[src/rtl/bus_loads_8bit_if.sv]
// Main-bus bundle: bus value, active-low load strobes, TX increment and driver asserts.
// The driver MUX side owns the master modport; the register file is the slave.
interface bus_loads_8bit_if;
    logic [7:0] MainBus;
    logic       RegA_Load_Main;
    logic       RegB_Load_Main;
    logic       RegC_Load_Main;
    logic       RegD_Load_Main;
    logic       RegTXH_Load_Main;
    logic       RegTXL_Load_Main;
    logic       TX_Inc;
    logic [7:0] Asserts_Main;
    logic [3:0] Asserts_LHS;
    logic [3:0] Asserts_RHS;

    // No handshake: every rising edge with a low strobe is a transfer, no back-pressure.
    modport master (
        output MainBus, RegA_Load_Main, RegB_Load_Main, RegC_Load_Main, RegD_Load_Main,
               RegTXH_Load_Main, RegTXL_Load_Main, TX_Inc, Asserts_Main, Asserts_LHS, Asserts_RHS
    );
    modport slave (
        input  MainBus, RegA_Load_Main, RegB_Load_Main, RegC_Load_Main, RegD_Load_Main,
               RegTXH_Load_Main, RegTXL_Load_Main, TX_Inc, Asserts_Main, Asserts_LHS, Asserts_RHS
    );
endinterface

[src/rtl/bus_loads_8bit.sv]
// Main-bus receiving end: registers A-D and 16-bit TX with floating-bus load flag.
// Optional driver-contention monitor built when BUS_CONTENTION_CHECK_EN is defined.
module bus_loads_8bit #(
    parameter logic [7:0] RESET_VAL = 8'h00
) (
    input  logic                   clk,
    input  logic                   rst,
    bus_loads_8bit_if.slave        bus,
    output logic [7:0]             RegA_Out,
    output logic [7:0]             RegB_Out,
    output logic [7:0]             RegC_Out,
    output logic [7:0]             RegD_Out,
    output logic [15:0]            TX_Reg,
    output logic                   Float_Load,
    output logic                   Contention_Err,
    output logic [7:0]             Contention_Count,
    output logic                   o_dbg_mon_state
);
    logic [7:0] r_a, r_b, r_c, r_d, r_txh, r_txl;
    logic       r_float;
    logic       w_any_load;
    logic       w_tx_byte_load;

    assign w_tx_byte_load = !bus.RegTXH_Load_Main || !bus.RegTXL_Load_Main;
    assign w_any_load     = !bus.RegA_Load_Main || !bus.RegB_Load_Main ||
                            !bus.RegC_Load_Main || !bus.RegD_Load_Main || w_tx_byte_load;

    always_ff @(posedge clk) begin
        if (rst) begin
            r_a     <= RESET_VAL;
            r_b     <= RESET_VAL;
            r_c     <= RESET_VAL;
            r_d     <= RESET_VAL;
            r_txh   <= RESET_VAL;
            r_txl   <= RESET_VAL;
            r_float <= 1'b0;
        end else begin
            if (!bus.RegA_Load_Main) r_a <= bus.MainBus;
            if (!bus.RegB_Load_Main) r_b <= bus.MainBus;
            if (!bus.RegC_Load_Main) r_c <= bus.MainBus;
            if (!bus.RegD_Load_Main) r_d <= bus.MainBus;
            // Any TX byte load suppresses the increment for the whole register.
            if (w_tx_byte_load) begin
                if (!bus.RegTXH_Load_Main) r_txh <= bus.MainBus;
                if (!bus.RegTXL_Load_Main) r_txl <= bus.MainBus;
            end else if (!bus.TX_Inc) begin
                {r_txh, r_txl} <= {r_txh, r_txl} + 16'd1;
            end
            r_float <= w_any_load && (bus.Asserts_Main == 8'hFF);
        end
    end

    assign RegA_Out   = r_a;
    assign RegB_Out   = r_b;
    assign RegC_Out   = r_c;
    assign RegD_Out   = r_d;
    assign TX_Reg     = {r_txh, r_txl};
    assign Float_Load = r_float;

`ifdef BUS_CONTENTION_CHECK_EN
    typedef enum logic {CLEAN = 1'b0, FAULT = 1'b1} mon_state_t;

    mon_state_t r_state, w_next_state;
    logic [7:0] r_cnt;
    logic       w_contention;

    // True when two or more bits of an active-low assert vector are 0.
    function automatic logic multi_low(input logic [7:0] v);
        logic [7:0] z;
        z = ~v;
        return (z & (z - 8'd1)) != 8'd0;
    endfunction

    assign w_contention = multi_low(bus.Asserts_Main) ||
                          multi_low({4'hF, bus.Asserts_LHS}) ||
                          multi_low({4'hF, bus.Asserts_RHS});

    always_ff @(posedge clk) begin
        if (rst) r_state <= CLEAN;
        else     r_state <= w_next_state;
    end

    always_comb begin
        w_next_state = r_state;
        case (r_state)
            CLEAN:   if (w_contention) w_next_state = FAULT;
            FAULT:   w_next_state = FAULT;
            default: w_next_state = CLEAN;
        endcase
    end

    always_comb begin
        Contention_Err  = (r_state == FAULT);
        o_dbg_mon_state = r_state;
    end

    always_ff @(posedge clk) begin
        if (rst)                                  r_cnt <= 8'h00;
        else if (w_contention && r_cnt != 8'hFF)  r_cnt <= r_cnt + 8'd1;
    end

    assign Contention_Count = r_cnt;
`else
    logic w_unused_asserts;
    assign w_unused_asserts = ^{bus.Asserts_LHS, bus.Asserts_RHS};
    assign Contention_Err   = 1'b0;
    assign Contention_Count = 8'h00;
    assign o_dbg_mon_state  = 1'b0;
`endif
endmodule

[src/flat_wrapper.sv]
// flat-port wrapper written by rule: the top's interface ports become plain ports
module bus_loads_8bit_flat 
#(
    parameter logic [7:0] RESET_VAL = 8'h00
)
  (clk, rst, RegA_Out, RegB_Out, RegC_Out, RegD_Out, TX_Reg, Float_Load, Contention_Err, Contention_Count, o_dbg_mon_state, bus_MainBus, bus_RegA_Load_Main, bus_RegB_Load_Main, bus_RegC_Load_Main, bus_RegD_Load_Main, bus_RegTXH_Load_Main, bus_RegTXL_Load_Main, bus_TX_Inc, bus_Asserts_Main, bus_Asserts_LHS, bus_Asserts_RHS);
  bus_loads_8bit_if bus_i ();
  input  logic clk;
  input  logic rst;
  output logic [7:0] RegA_Out;
  output logic [7:0] RegB_Out;
  output logic [7:0] RegC_Out;
  output logic [7:0] RegD_Out;
  output logic [15:0] TX_Reg;
  output logic Float_Load;
  output logic Contention_Err;
  output logic [7:0] Contention_Count;
  output logic o_dbg_mon_state;
  input wire logic [$bits(bus_i.MainBus)-1:0] bus_MainBus;
  input wire logic [$bits(bus_i.RegA_Load_Main)-1:0] bus_RegA_Load_Main;
  input wire logic [$bits(bus_i.RegB_Load_Main)-1:0] bus_RegB_Load_Main;
  input wire logic [$bits(bus_i.RegC_Load_Main)-1:0] bus_RegC_Load_Main;
  input wire logic [$bits(bus_i.RegD_Load_Main)-1:0] bus_RegD_Load_Main;
  input wire logic [$bits(bus_i.RegTXH_Load_Main)-1:0] bus_RegTXH_Load_Main;
  input wire logic [$bits(bus_i.RegTXL_Load_Main)-1:0] bus_RegTXL_Load_Main;
  input wire logic [$bits(bus_i.TX_Inc)-1:0] bus_TX_Inc;
  input wire logic [$bits(bus_i.Asserts_Main)-1:0] bus_Asserts_Main;
  input wire logic [$bits(bus_i.Asserts_LHS)-1:0] bus_Asserts_LHS;
  input wire logic [$bits(bus_i.Asserts_RHS)-1:0] bus_Asserts_RHS;
  assign bus_i.MainBus = bus_MainBus;
  assign bus_i.RegA_Load_Main = bus_RegA_Load_Main;
  assign bus_i.RegB_Load_Main = bus_RegB_Load_Main;
  assign bus_i.RegC_Load_Main = bus_RegC_Load_Main;
  assign bus_i.RegD_Load_Main = bus_RegD_Load_Main;
  assign bus_i.RegTXH_Load_Main = bus_RegTXH_Load_Main;
  assign bus_i.RegTXL_Load_Main = bus_RegTXL_Load_Main;
  assign bus_i.TX_Inc = bus_TX_Inc;
  assign bus_i.Asserts_Main = bus_Asserts_Main;
  assign bus_i.Asserts_LHS = bus_Asserts_LHS;
  assign bus_i.Asserts_RHS = bus_Asserts_RHS;
  bus_loads_8bit #(.RESET_VAL(RESET_VAL)) u_core (.clk(clk), .rst(rst), .bus(bus_i), .RegA_Out(RegA_Out), .RegB_Out(RegB_Out), .RegC_Out(RegC_Out), .RegD_Out(RegD_Out), .TX_Reg(TX_Reg), .Float_Load(Float_Load), .Contention_Err(Contention_Err), .Contention_Count(Contention_Count), .o_dbg_mon_state(o_dbg_mon_state));
endmodule
[config.mk]
export PLATFORM = sky130hd
export DESIGN_NAME = bus_loads_8bit_flat
export DESIGN_NICKNAME = d
export VERILOG_FILES = /design/src/rtl/bus_loads_8bit_if.sv /design/src/rtl/bus_loads_8bit.sv /design/src/flat_wrapper.sv
export SDC_FILE = /design/constraint.sdc
export NUM_CORES = 1
export LEC_CHECK = 0
export ABC_AREA = 1
export ABC_CLOCK_PERIOD_IN_PS = 2400
export CAP_MARGIN = 15
export CORE_MARGIN = 2
export CORE_UTILIZATION = 46
export DETAILED_ROUTE_END_ITERATION = 12
export HOLD_SLACK_MARGIN = 0.1
export PLACE_DENSITY_LB_ADDON = 0.2
export RECOVER_POWER = 50
export SYNTH_ARGS = -nofsm -noshare
export SYNTH_HDL_FRONTEND = slang
export SYNTH_SLANG_ARGS = --single-unit
[constraint.sdc]
create_clock -name clk -period 2.4 [get_ports clk]
set_clock_uncertainty 0.15 [all_clocks]
set_input_delay 0.48 -clock clk [delete_from_list [all_inputs] [get_ports clk]]
set_output_delay 0.48 -clock clk [all_outputs]
set_load 0.02 [all_outputs]
# Word level (Yosys, flattened, before mapping)
# Cells that the tools add are included.
[word_totals]
register_bits = 49
in_bits = 33
output_inout_bits = 59
wordCells = 32
[classes]
addsub = 1
n_eq_ne = 4
muxes = 6
reduce_logical = 14
[ops]
columns = ["op", "count"]
rows = [
  ["two-way mux 8 bit", 6],
  ["adder 16 x 1 -> 16 bit (second input constant)", 1],
  ["equality test 8 bit (second input constant)", 1],
  ["zero test 1 bit", 6],
  ["logical OR 1 bit", 5],
  ["!= test 2 bit (second input constant)", 2],
  ["AND reduction 2 bit", 2],
  ["!= test 2 x 1 -> 1 bit (second input constant)", 1],
  ["logical AND 1 bit", 1],
]

# Logic depth before layout (Yosys ltp)
[logic_depth]
depth_word = 6
ltp_mapped = 8
mapped_depth_nobuf = 8

# Worst setup path before layout
# OpenSTA, ideal clock, no wires.
[synth_path]
path_kind = "register -> register"
from = "register u_core.r_txl[1]"
to = "register u_core.r_txh[6]"
setup_ps = 122
arrival_time_ps = 1287
required_ps = 2128
path_slack_ps = 841
stages_incl_launch_ff = 9
path_buffers = 0
synth_period_minus_slack_ps = 1559
cell_sequence = "dfxtp_1 ha_1 nand3_2 nor2_2 nand3_1 nand2_1 nand2_1 nand2_1 a21oi_2"
[synth_between]
elab_chain_len = 3
[synth_lines]
columns = ["element", "line", "text"]
rows = [
  ["start: declaration", "bus_loads_8bit.sv:19", "logic [7:0] r_a, r_b, r_c, r_d, r_txh, r_txl;"],
  ["start signal: assignment", "bus_loads_8bit.sv:45", "if (!bus.RegTXL_Load_Main) r_txl <= bus.MainBus;"],
  ["start signal: assignment", "bus_loads_8bit.sv:47", "{r_txh, r_txl} <= {r_txh, r_txl} + 16'd1;"],
  ["adder 16 x 1 -> 16 bit", "bus_loads_8bit.sv:47", ""],
  ["two-way mux 8 bit", "bus_loads_8bit.sv:46", "end else if (!bus.TX_Inc) begin"],
  ["two-way mux 8 bit", "bus_loads_8bit.sv:43", "if (w_tx_byte_load) begin"],
  ["end signal: assignment", "bus_loads_8bit.sv:44", "if (!bus.RegTXH_Load_Main) r_txh <= bus.MainBus;"],
  ["end signal: assignment", "bus_loads_8bit.sv:47", ""],
  ["end: declaration", "bus_loads_8bit.sv:19", ""],
]
# Every way passes these cells. The select of a mux whose other input is x is not followed.
# A chain may end at the register's enable or synchronous reset.

# Worst setup path after layout
[layout_path]
from = "input bus_RegTXL_Load_Main"
to = "register u_core.r_txl[1]"
[layout_between]
elab_chain_len = 4
elab_cells_between_ends = 6
classes_between = "eq/ne (2); mux (1); reduce/logical (3)"
[layout_lines]
columns = ["element", "line", "text"]
rows = [
  ["start: declaration", "flat_wrapper.sv:25", "input wire logic [$bits(bus_i.RegTXL_Load_Main)-1:0] bus_RegTXL_Load_Main;"],
  ["zero test 1 bit", "bus_loads_8bit.sv:24", "assign w_tx_byte_load = !bus.RegTXH_Load_Main || !bus.RegTXL_Load_Main;"],
  ["logical OR 1 bit", "bus_loads_8bit.sv:24", ""],
  ["!= test 2 x 1 -> 1 bit (no source line) or != test 2 bit (tied branches)", "-", ""],
  ["AND reduction 2 bit (no source line)", "-", ""],
]
# Parallel ways exist; a longest one is shown, timed or not.

==> run metrics <==
Hold Crit Class=reg -> reg; Net Sw Power=0.552 mW; post-synthesis sequential area ratio=a little over two fifths; grt total ovfl=0; Inserted Diodes=0; achievable frequency=roughly 0.5 GHz; DRT iter0 DRCs=around 180; crit-path max FO=9; Clock power frac=between 20 and 30%; Final Wtd Congestion=0.898; crit path max-delay cell type=dlygate4sd3_1; initial cell density of the core=between 40% and 50%; biggest cell delay along the critical path=approximately 0.6 ns; setup tns final=0 ns; combinational share of power=between 20% and 30%; RSZ-0062 raised after global routing=no; Syn. warnings=0; clock sink count=between 40 and 50; pre-CTS WS=roughly 0.28 ns; Synth Instances=around 310; Leakage=1.26 nW; max_slew headroom=a little over half; IO Port Bufs=73; R2R Setup Slk=about 0.83 ns; die area=between 5000 and 6000 sq um; worst-path cell chain=dlygate4sd3_1 -> nand2_1 -> o21ai_1 -> buf_4 -> o21ai_0 -> a31oi_1; CTS buffer count=5; # hold bufs at CTS=0; DIE HEIGHT=roughly 74 um; Bufs on Longest Clock Path=2; XOR/XNOR share of the synthesized area=less than 1%; share of post-route cells with drive strength above 1=approximately 8%; crit path buf inv count=2; worst r2r src=u_core.r_txl[1]$_SDFFE_PP0P_; first-pass GRT wire length=between 9000 and 10000 um; Via density=5.04; Area Growth Syn to Fin=37.1%; Tot GR Track Use=22.4%; R2R depth=7; VDD IR-drop max=between 0.4 and 0.5 mV; critical path depth=6; Worst Tran Pin Value=0.718 ns; Synth Area in Compound Gates=23.6%; number of global-route vias before repair=around 2000; Sw Share=approximately 30%; via count=about 2300; clk_lat worst skew=approximately 0.3 ns; Worst setup EP type=flop; initial antenna violation count=0; Final Hold Viols=0; num rows=25; Post-Syn Area=between 2000 and 2500 sq um; setup ws final=between 0.3 and 0.4 ns; Max Transition Viols Final=0; dominant delay contributor by cell family on the critical path=buffers and inverters; Nets=between 400 and 500; status=complete, no violations; Seq pwr share=49.9%; Worst Path Arrival=2.13 ns; Worst EP required=2.48 ns; H-tree depth=2; RR Endpoint=u_core.r_txh[4]$_SDFFE_PP0P_; final setup fails=0; Total Wirelength=6070 um; Setup CP Type=in -> reg; FF+latch count, synth=49; Placed Instances=between 400 and 500; TritonCTS clock tree=done; Hold Startpoint=u_core.RegB_Out[1]$_SDFFE_PP0N_; clk slew on worst S/H paths=approximately 0.090 ns; setup bufs post-CTS=0; Root Buffer=clkbuf_8; largest family of logic cells by synthesized area=compound AO/OA/AOI/OAI gates; simple-gate portion of the synthesized area=between 20% and 30%; largest net degree at the start of global routing=46; Post-CTS Resized=0; Avg WL per Cell=roughly 13 um; drt drc=0; post-route minimum period=between 2 and 2.5 ns; power density cells=591 nW/um^2; cell-internal power=1.29 mW; fin crit share=a little under nine tenths; Distinct cells, synth=29; I/O Pins=92; depth of the worst hold-timing path=2; final core occ=65.6%; Worst Setup Start Kind=input port; post-detailed-route count of antenna-violating nets=0; Core Area=between 4000 and 5000 sq um; max-cap viol count=0; mux contribution to synthesized area=0%; Hold Path Sink=u_core.RegB_Out[1]$_SDFFE_PP0N_; Synth Area in Adders=less than 1%; post-DP HPWL=around 4400 um; drt pass-1 iters=4; Post-Syn Area per Cell=a little over 7 sq um; Final Non-Filler Cells=around 460; Die X=approximately 74 um
-- cells in the final DEF (no fill, tap or decap), drive strengths merged --
cell type      Yosys  final
nor4               1      1
nor2              36     36
o21ai             53     53
nand2             43     43
clkdlybuf4s50      0     71
ha                 1      1
buf               13      4
a21oi             44     44
o21bai             2      2
a31oi              2      2
or2                2      2
nor3               4      4
conb               1     10
nand4              3      3
clkbuf             8      7
clkinv             0      2
dlygate4sd3        0      2
inv               31     31
a21boi             1      1
xnor2              1      1
nand3             19     19
dfxtp             49     49
-- worst register-to-register path, cell delays in order, from the launching register on --
cell,delay [ns]
dfxtp_1,0.43
ha_1,0.24
nand3_2,0.15
nor2_2,0.22
nand2_1,0.07
nand2_1,0.06
nand3_1,0.06
a21oi_1,0.13
-- kinds of logic after synthesis --
logic type,after synthesis
AND/OR/NAND/NOR,108
adder cells (fa/ha/maj),1
AO/OA/AOI/OAI,102
buffers and inverters,52
other,1
XOR/XNOR,1
flip-flops,49
-- power groups by stage --
stage	combinational (mW)	clock, mW	sequential (mW)
2_1_floorplan	0.161	0	1.00
5_1_grt	0.452	0.555	0.928
4_1_cts	0.421	0.521	0.919
6_report	0.415	0.508	0.919
3_3_place_gp	0.414	0	0.936
3_5_place_dp	0.418	0	0.937
-- metal layers --
metal / up-vias / GRT usage (%) / part of all wire [%]
li1: 1171 / - / -
met1: 1031 / 31.1 / 46
met2: 86 / 34.0 / 44
met3: 4 / 6.78 / 8.7
met4: 0 / 6.15 / 0.99
met5: - / 0 / 0
-- synth_stat cells, drive strengths merged --
library cell  count  area [sq um]
nor2             36           155
nor4              1          6.26
nor3              4          20.0
nand4             3          18.8
o21bai            2          15.0
nand2            43           169
or2               2          12.5
nand3            19           105
xnor2             1          8.76
buf              13          98.8
clkbuf            8          30.0
inv              31           116
a21boi            1          11.3
conb              1          3.75
ha                1          12.5
a31oi             2          12.5
dfxtp            49           981
o21ai            53           269
a21oi            44           228
-- sequential cells by signal, indices dropped and copies added, names as in the netlist --
| name | flops |
|---|---|
| u_core.RegD_Out | 8 |
| u_core.RegB_Out | 8 |
| u_core.r_txl | 8 |
| u_core.RegC_Out | 8 |
| u_core.r_txh | 8 |
| u_core.Float_Load | 1 |
| u_core.RegA_Out | 8 |
-- cell type report --
cell class	instances	area (sq um)
Multi-Input combinational cell	222	1070
Tap cell	67	83.8
Sequential cell	49	981
Clock inverter	2	13.8
Timing Repair Buffer	78	766
Clock buffer	6	82.6
Fill cell	442	1640
Inverter	31	116
-- through the flow --
stage	cell area (sq um)	hold WS, ns	total power [mW]
floorplan	2310	0.399	1.16
global placement	3040	0.316	1.35
detailed placement	3040	0.321	1.36
CTS	3140	0.341	1.86
global route	3120	0.365	1.94
finish	3120	0.341	1.84
-- worst max path at each step --
| stage | startpoint | end | slack, ns |
|---|---|---|---|
| 2_1_floorplan | u_core.r_txl[1]$_SDFFE_PP0P_ | u_core.r_txh[6]$_SDFFE_PP0P_ | 0.84 |
| 3_3_place_gp | bus_TX_Inc | u_core.r_txh[7]$_SDFFE_PP0P_ | 0.32 |
| 3_5_place_dp | bus_TX_Inc | u_core.r_txh[6]$_SDFFE_PP0P_ | 0.28 |
| 4_1_cts | u_core.r_txl[2]$_SDFFE_PP0P_ | TX_Reg[2] | 0.35 |
| 5_1_grt | bus_RegTXL_Load_Main | u_core.r_txl[1]$_SDFFE_PP0P_ | 0.17 |
| 6_report | bus_RegTXL_Load_Main | u_core.r_txl[1]$_SDFFE_PP0P_ | 0.34 |
Power figures use the tool's default switching activity.
